**config.mk**
```make
export PLATFORM = sky130hd
export DESIGN_NAME = sprite_motion_ctrl
export DESIGN_NICKNAME = d
export VERILOG_FILES = /design/src/rtl/vga_pkg.sv /design/src/rtl/btn_debounce.sv /design/src/rtl/sprite_motion_ctrl.sv
export SDC_FILE = /design/constraint.sdc
export NUM_CORES = 1
export LEC_CHECK = 0
export CORE_ASPECT_RATIO = 0.5
export CORE_MARGIN = 2
export CORE_UTILIZATION = 63
export CTS_BUF_LIST = sky130_fd_sc_hd__clkbuf_8
export CTS_CLUSTER_DIAMETER = 30
export DETAILED_ROUTE_END_ITERATION = 8
export GPL_TIMING_DRIVEN = 0
export PLACE_DENSITY = 0.82
export SLEW_MARGIN = 30
export SYNTH_ARGS = -nofsm -noshare
export SYNTH_HDL_FRONTEND = slang
export SYNTH_SLANG_ARGS = --single-unit
```
**constraint.sdc**
```tcl
create_clock -name CLK100MHZ -period 3.17 [get_ports CLK100MHZ]
set_input_delay 0.4755 -clock CLK100MHZ [delete_from_list [all_inputs] [get_ports CLK100MHZ]]
set_output_delay 0.4755 -clock CLK100MHZ [all_outputs]
set_load 0.005 [all_outputs]
```
**src/rtl/vga_pkg.sv**
```systemverilog
// vga_pkg: movementData field layout, sprite motion FSM encoding, default
// offset range and the offset bounding helper.
// Build option: define SPRITE_MOTION_WRAP_EN to make offsets wrap around
// instead of saturating at the range limits.
package vga_pkg;

  // movementData layout; X and Y share bit 4, which carries y_off[4]
  localparam int MD_W       = 15;
  localparam int X_LSB      = 4;
  localparam int X_W        = 6;
  localparam int Y_LSB      = 0;
  localparam int Y_W        = 5;
  localparam int MOVING_BIT = 12;

  // default sprite offset range (minimum is always 0)
  localparam int DEF_X_MAX = 63;
  localparam int DEF_Y_MAX = 31;

  typedef enum logic [1:0] {
    IDLE   = 2'd0,
    PRESS  = 2'd1,
    HOLD   = 2'd2,
    REPEAT = 2'd3
  } motion_state_t;

  // offsets are moved in 8-bit signed arithmetic so underflow is visible
  typedef logic signed [7:0] off_calc_t;

  // bring a candidate offset back into [0, max_val]
  function automatic off_calc_t bound_offset(input off_calc_t value,
                                             input off_calc_t max_val);
    off_calc_t result;
`ifdef SPRITE_MOTION_WRAP_EN
    if (value < 0)
      result = value + max_val + 8'sd1;
    else if (value > max_val)
      result = value - max_val - 8'sd1;
    else
      result = value;
`else
    if (value < 0)
      result = '0;
    else if (value > max_val)
      result = max_val;
    else
      result = value;
`endif
    return result;
  endfunction

  // assemble the movementData word from its fields
  function automatic logic [MD_W-1:0] pack_movement(input logic           moving,
                                                    input logic [X_W-1:0] x_off,
                                                    input logic [Y_W-1:0] y_off);
    logic [MD_W-1:0] word;
    word                = '0;
    word[MOVING_BIT]    = moving;
    word[X_LSB +: X_W]  = x_off;
    // Y is written last so the shared bit 4 is owned by y_off[4]
    word[Y_LSB +: Y_W]  = y_off;
    return word;
  endfunction

endpackage

```
**src/rtl/btn_debounce.sv**
```systemverilog
// btn_debounce: two-flop synchroniser followed by a stability counter for
// one raw pushbutton. The debounced level only changes after the
// synchronised input has disagreed with it for DEBOUNCE_CYCLES cycles in a row.
module btn_debounce #(
  parameter int DEBOUNCE_CYCLES = 1_000_000
) (
  input  logic clk,
  input  logic srst,
  input  logic btn_raw,
  output logic btn_db
);

  localparam int               CNT_W    = $clog2(DEBOUNCE_CYCLES) + 1;
  localparam logic [CNT_W-1:0] CNT_LAST = CNT_W'(DEBOUNCE_CYCLES - 1);

  logic             meta_reg;
  logic             sync_reg;
  logic             db_reg;
  logic             db_next;
  logic [CNT_W-1:0] cnt_reg;
  logic [CNT_W-1:0] cnt_next;

  // two-flop synchroniser for the asynchronous button input
  always_ff @(posedge clk) begin
    if (srst) begin
      meta_reg <= 1'b0;
      sync_reg <= 1'b0;
    end else begin
      meta_reg <= btn_raw;
      sync_reg <= meta_reg;
    end
  end

  // count disagreement cycles; any agreement restarts the count
  always_comb begin
    cnt_next = '0;
    db_next  = db_reg;
    if (sync_reg != db_reg) begin
      if (cnt_reg == CNT_LAST)
        db_next = ~db_reg;
      else
        cnt_next = cnt_reg + CNT_W'(1);
    end
  end

  // debounced level and stability counter
  always_ff @(posedge clk) begin
    if (srst) begin
      db_reg  <= 1'b0;
      cnt_reg <= '0;
    end else begin
      db_reg  <= db_next;
      cnt_reg <= cnt_next;
    end
  end

  assign btn_db = db_reg;

endmodule

```
**src/rtl/sprite_motion_ctrl.sv**
```systemverilog
// sprite_motion_ctrl: turns four direction buttons into a per-frame X/Y
// sprite offset with press-then-auto-repeat behaviour. Position and the
// movementData word only change in the cycle after a frame tick, so the
// sprite never tears mid-frame.
// Build option: SPRITE_MOTION_WRAP_EN selects wrap-around offsets instead
// of saturating ones (see vga_pkg::bound_offset).
module sprite_motion_ctrl
  import vga_pkg::*;
#(
  parameter int DEBOUNCE_CYCLES = 1_000_000,
  parameter int STEP            = 1,
  parameter int X_MAX           = DEF_X_MAX,
  parameter int Y_MAX           = DEF_Y_MAX,
  parameter int HOLD_FRAMES     = 20
) (
  input  logic            CLK100MHZ,
  input  logic            reset,
  input  logic            btn_up,
  input  logic            btn_down,
  input  logic            btn_left,
  input  logic            btn_right,
  input  logic            vga_vs,
  output logic [MD_W-1:0] movementData,
  output logic            frame_tick
);

  localparam off_calc_t STEP8  = off_calc_t'(STEP);
  localparam off_calc_t X_MAX8 = off_calc_t'(X_MAX);
  localparam off_calc_t Y_MAX8 = off_calc_t'(Y_MAX);

  localparam int                HOLD_W    = $clog2(HOLD_FRAMES) + 1;
  localparam logic [HOLD_W-1:0] HOLD_LAST = HOLD_W'(HOLD_FRAMES - 1);

  // button bit order: [0]=right [1]=left [2]=down [3]=up
  logic [3:0] btn_raw;
  logic [3:0] btn_db;

  logic vs_meta_reg;
  logic vs_sync_reg;
  logic vs_prev_reg;
  logic frame_tick_reg;

  logic signed [1:0] dx;
  logic signed [1:0] dy;
  logic              any_dir;
  off_calc_t         x_step;
  off_calc_t         y_step;
  off_calc_t         x_sum;
  off_calc_t         y_sum;
  logic [X_W-1:0]    x_move;
  logic [Y_W-1:0]    y_move;
  logic [X_W-1:0]    x_upd;
  logic [Y_W-1:0]    y_upd;

  motion_state_t     state_reg;
  motion_state_t     state_next;
  logic              moving_next;
  logic              apply_move;
  logic              hold_clr;
  logic              hold_inc;

  logic [X_W-1:0]    x_off_reg;
  logic [Y_W-1:0]    y_off_reg;
  logic [HOLD_W-1:0] hold_cnt_reg;
  logic [MD_W-1:0]   movement_reg;

  assign btn_raw = {btn_up, btn_down, btn_left, btn_right};

  // one synchroniser + debouncer per direction button
  generate
    for (genvar gi = 0; gi < 4; gi++) begin : g_btn
      btn_debounce #(
        .DEBOUNCE_CYCLES(DEBOUNCE_CYCLES)
      ) u_debounce (
        .clk    (CLK100MHZ),
        .srst   (reset),
        .btn_raw(btn_raw[gi]),
        .btn_db (btn_db[gi])
      );
    end
  endgenerate

  // synchronise VS (idle high) and register a one-cycle pulse on its falling edge
  always_ff @(posedge CLK100MHZ) begin
    if (reset) begin
      vs_meta_reg    <= 1'b1;
      vs_sync_reg    <= 1'b1;
      vs_prev_reg    <= 1'b1;
      frame_tick_reg <= 1'b0;
    end else begin
      vs_meta_reg    <= vga_vs;
      vs_sync_reg    <= vs_meta_reg;
      vs_prev_reg    <= vs_sync_reg;
      frame_tick_reg <= vs_prev_reg & ~vs_sync_reg;
    end
  end

  // resolve buttons into per-axis directions; opposing buttons cancel
  always_comb begin
    dx = 2'sb00;
    dy = 2'sb00;
    case ({btn_db[0], btn_db[1]})
      2'b10:   dx = 2'sb01;
      2'b01:   dx = 2'sb11;
      default: dx = 2'sb00;
    endcase
    case ({btn_db[2], btn_db[3]})
      2'b10:   dy = 2'sb01;
      2'b01:   dy = 2'sb11;
      default: dy = 2'sb00;
    endcase
    any_dir = (dx != 2'sb00) || (dy != 2'sb00);
  end

  // candidate offsets after one move, bounded to the legal range
  always_comb begin
    x_step = '0;
    y_step = '0;
    if (dx == 2'sb01)
      x_step = STEP8;
    else if (dx == 2'sb11)
      x_step = -STEP8;
    if (dy == 2'sb01)
      y_step = STEP8;
    else if (dy == 2'sb11)
      y_step = -STEP8;
    x_sum  = off_calc_t'({{(8 - X_W){1'b0}}, x_off_reg}) + x_step;
    y_sum  = off_calc_t'({{(8 - Y_W){1'b0}}, y_off_reg}) + y_step;
    x_move = X_W'(bound_offset(x_sum, X_MAX8));
    y_move = Y_W'(bound_offset(y_sum, Y_MAX8));
    x_upd  = apply_move ? x_move : x_off_reg;
    y_upd  = apply_move ? y_move : y_off_reg;
  end

  // motion FSM state register
  always_ff @(posedge CLK100MHZ) begin
    if (reset)
      state_reg <= IDLE;
    else
      state_reg <= state_next;
  end

  // motion FSM next state; releasing every direction always returns to IDLE
  always_comb begin
    state_next = state_reg;
    case (state_reg)
      IDLE: begin
        if (any_dir)
          state_next = PRESS;
      end
      PRESS: begin
        if (!any_dir)
          state_next = IDLE;
        else if (frame_tick_reg)
          state_next = HOLD;
      end
      HOLD: begin
        if (!any_dir)
          state_next = IDLE;
        else if (frame_tick_reg && (hold_cnt_reg == HOLD_LAST))
          state_next = REPEAT;
      end
      REPEAT: begin
        if (!any_dir)
          state_next = IDLE;
      end
      default: state_next = IDLE;
    endcase
  end

  // motion FSM outputs: when to move and how to drive the hold counter
  always_comb begin
    apply_move  = 1'b0;
    hold_clr    = 1'b0;
    hold_inc    = 1'b0;
    // moving flag is captured alongside the offsets, so take it from the
    // state the FSM enters on this tick
    moving_next = (state_next != IDLE);
    if (frame_tick_reg && any_dir) begin
      case (state_reg)
        PRESS: begin
          apply_move = 1'b1;
          hold_clr   = 1'b1;
        end
        HOLD:    hold_inc   = 1'b1;
        REPEAT:  apply_move = 1'b1;
        default: apply_move = 1'b0;
      endcase
    end
  end

  // offsets, hold counter and output word only advance on a frame tick
  always_ff @(posedge CLK100MHZ) begin
    if (reset) begin
      x_off_reg    <= '0;
      y_off_reg    <= '0;
      hold_cnt_reg <= '0;
      movement_reg <= '0;
    end else begin
      if (frame_tick_reg) begin
        x_off_reg    <= x_upd;
        y_off_reg    <= y_upd;
        movement_reg <= pack_movement(moving_next, x_upd, y_upd);
      end
      if (hold_clr)
        hold_cnt_reg <= '0;
      else if (hold_inc)
        hold_cnt_reg <= hold_cnt_reg + HOLD_W'(1);
    end
  end

  assign movementData = movement_reg;
  assign frame_tick   = frame_tick_reg;

endmodule

```
==> impl_metrics.json <==
{
  "multiInputGateArea_mm2": 0.00305,
  "power_density_mw_per_mm2": 491,
  "period_share": 0.835,
  "cpPeakStageDelay_ns": 0.36,
  "synth_seq_area_share": 0.417,
  "design.core.area_mm2": 0.00880,
  "ys_ff_latch": 120,
  "clock-sinks": 120,
  "synth_fa_ha_area_frac": 0.0282,
  "synth_top_flop_cell": "dfxtp_1",
  "cts_resized": 0,
  "muxShareOfSynthArea": 0.00891,
  "critPathArrivalTime_ns": 2.94,
  "clk_pin_slew_ns": 0.07,
  "root_buffer": "clkbuf_8",
  "synth_cell_types": 68,
  "synth_compound_area_frac": 0.0661,
  "ys_top_cells_by_count": "nor2_1 (124), dfxtp_1 (120), xor2_1 (54), nand2_1 (42), xnor2_1 (40)",
  "areaGrowthSynthToFinish_pct": 14.1,
  "synth_simple_gate_area_frac": 0.281,
  "antenna_found_initial": 0,
  "setup_slack_ns": 0.524,
  "worstPathMaxFanout": 10,
  "relSlewSlack": 0.430,
  "routed_wl_mm": 10.9,
  "die-area_mm2": 0.00997,
  "ff_latch_area_mm2": 0.00240,
  "hold_buffers": 0,
  "ant_nets": 0,
  "worst-slew-pin-transition_ns": 0.848,
  "post_cts_buffers": 0,
  "cts_tree": "done",
  "synth_top_cell_by_area": "dfxtp_1",
  "port_buffers": 17,
  "period_needed_ns": 2.65,
  "synthXorXnorAreaFrac": 0.143,
  "hpwl_mm": 7.30,
  "num_rows": 24,
  "utilization": 0.747,
  "grt_max_degree": 17,
  "die_x_um": 139,
  "fin_hold_ws_ns": 0.411,
  "largest_reg_flops": 84,
  "setup_tns_ns": 0,
  "avgRoutedWirePerCell_um": 13.2,
  "clk_latency_ns": 0.44,
  "startpoint_type": "flop",
  "post-place-ws_ns": 0.560,
  "cap_violations": 0,
  "drive_above_1_share": 0.109,
  "remaining_drc_errors": 0,
  "cts_inserted_buffers": 17,
  "yosys_warnings": 0,
  "finalHoldViolCount": 0,
  "synth.top_cell.area_share": 0.417,
  "first_pass_iters": 4,
  "synth_area_mm2": 0.00576,
  "endpoint_kind": "flop",
  "overflow": 0,
  "synth_edf_count": 0,
  "grt_usage": 0.234,
  "initial_core_util": 0.654,
  "grt_pass1_vias": 4237,
  "syn_avg_cell_area_um2": 8.78,
  "status": "finished clean",
  "path_cells": "inv_1 -> ha_1 -> buf_2 -> buf_4 -> xor2_1 -> ha_1 -> or3_1 -> a21oi_1 -> nor4_1 -> o21ai_2 -> o311ai_0",
  "rsz0062_at_grt": "false",
  "detailroute.via_count": 4510,
  "nFillCells": 628,
  "drv_slew": 0,
  "diodes": 0,
  "viasPerCell": 5.47,
  "cts_max_level": 4,
  "synth_cells": 656,
  "setup-violations-final": 0,
  "hold_path_class": "reg -> reg",
  "grt_pass1_wl_mm": 18.9,
  "slowest_stage": "dfxtp_1",
  "cp_data_required_time_ns": 3.46,
  "die_y_um": 71.6,
  "nets": 715,
  "place.gp.congestion": 0.906,
  "clk_path_buf_depth": 2,
  "synth_top_family_by_area": "simple AND/OR/NAND/NOR gates",
  "drtIter0Drc": 214,
  "leakage_nw": 2.32,
  "max_freq_mhz": 378,
  "critPathKind": "reg -> reg",
  "crit_top_cell": "ha_1",
  "max-vdd-ir-drop_mv": 0.336,
  "synth_most_common_cell": "nor2_1",
  "synth_area_leaders": "dfxtp_1 (42%), xor2_1 (8.2%), nor2_1 (8.1%)",
  "pin_count": 23,
  "async_flop_share": 0,
  "fin_skew_ns": 0.00992
}
-- critical path, delay by kind of cell, from the launching register on --
| family | cells | cell delay [ns] |
|---|---|---|
| simple gates | 2 | 0.44 |
| compound gates | 3 | 0.69 |
| buf+inv | 3 | 0.43 |
| fa+ha+maj | 2 | 0.44 |
| xor+xnor | 1 | 0.14 |
| flops | 1 | 0.36 |
-- cell usage in the layout (no fill, tap or decap), types with 7 or more instances in the layout --
cell / synthesis / final
nand2_1: 42 / 42
and3_1: 12 / 12
nand4_1: 26 / 26
clkbuf_8: 1 / 24
xor2_1: 54 / 54
xnor2_1: 40 / 40
and4_1: 9 / 9
o21ai_0: 7 / 7
inv_1: 18 / 20
dfxtp_1: 120 / 120
buf_6: 7 / 7
nor3_1: 16 / 16
a21oi_1: 13 / 13
nor2b_1: 10 / 10
nor4_1: 8 / 8
nor2_1: 124 / 124
buf_4: 14 / 14
ha_1: 13 / 13
clkdlybuf4s50_1: 0 / 17
nand3_1: 33 / 33
-- routing by layer --
layer | global-route usage | wire length (um)
met1 | 0.300 | 5360
met2 | 0.373 | 4940
met3 | 0.0715 | 415
met4 | 0.103 | 157
met5 | 0 | 0
-- cell type report --
cell class,instances,area share
multi-input combinational,487,0.464
tap,117,0.0223
inverter,18,0.0103
clock buffer,23,0.0482
timing repair buffer,17,0.0259
sequential,120,0.366
clock inverter,9,0.0255
buffer,34,0.0381
-- metrics by stage --
step / cell area [um^2] / std cells / total power, mW
CTS: 6570 / 825 / 3.24
global route: 6570 / 825 / 3.32
global placement: 6090 / 793 / 1.60
finish: 6570 / 825 / 3.22
floorplan: 5770 / 659 / 1.59
detailed placement: 6090 / 793 / 1.60
-- kinds of logic (layout without fill, tap and decap cells) --
logic type               Yosys count  after routing
adder cells (fa/ha/maj)           13             13
buffers and inverters             52            101
multiplexers                       5              5
flip-flops                       120            120
XOR/XNOR                          94             94
AND/OR/NAND/NOR                  318            318
other                              1              4
AO/OA/AOI/OAI                     53             53
-- path summary, 6_finish.rpt --
| path | start | end | slack, ns | cells past startpoint |
|---|---|---|---|---|
| worst max-delay path | g_btn[0].u_debounce.btn_db | movementData[9] | 0.52 | 11 |
| worst min-delay path | vs_meta_reg | vs_sync_reg | 0.41 | 1 |
| worst max register to register | g_btn[0].u_debounce.btn_db | movementData[9] | 0.52 | 11 |
| worst min register to register | vs_meta_reg | vs_sync_reg | 0.41 | 1 |
-- power by group --
part / switching (mW) / internal, mW
combinational: 0.0263 / 0.0227
sequential: 0.00443 / 1.52
clock: 0.598 / 1.06
total: 0.629 / 2.59
Note: power is estimated with default switching activity, not from simulation.
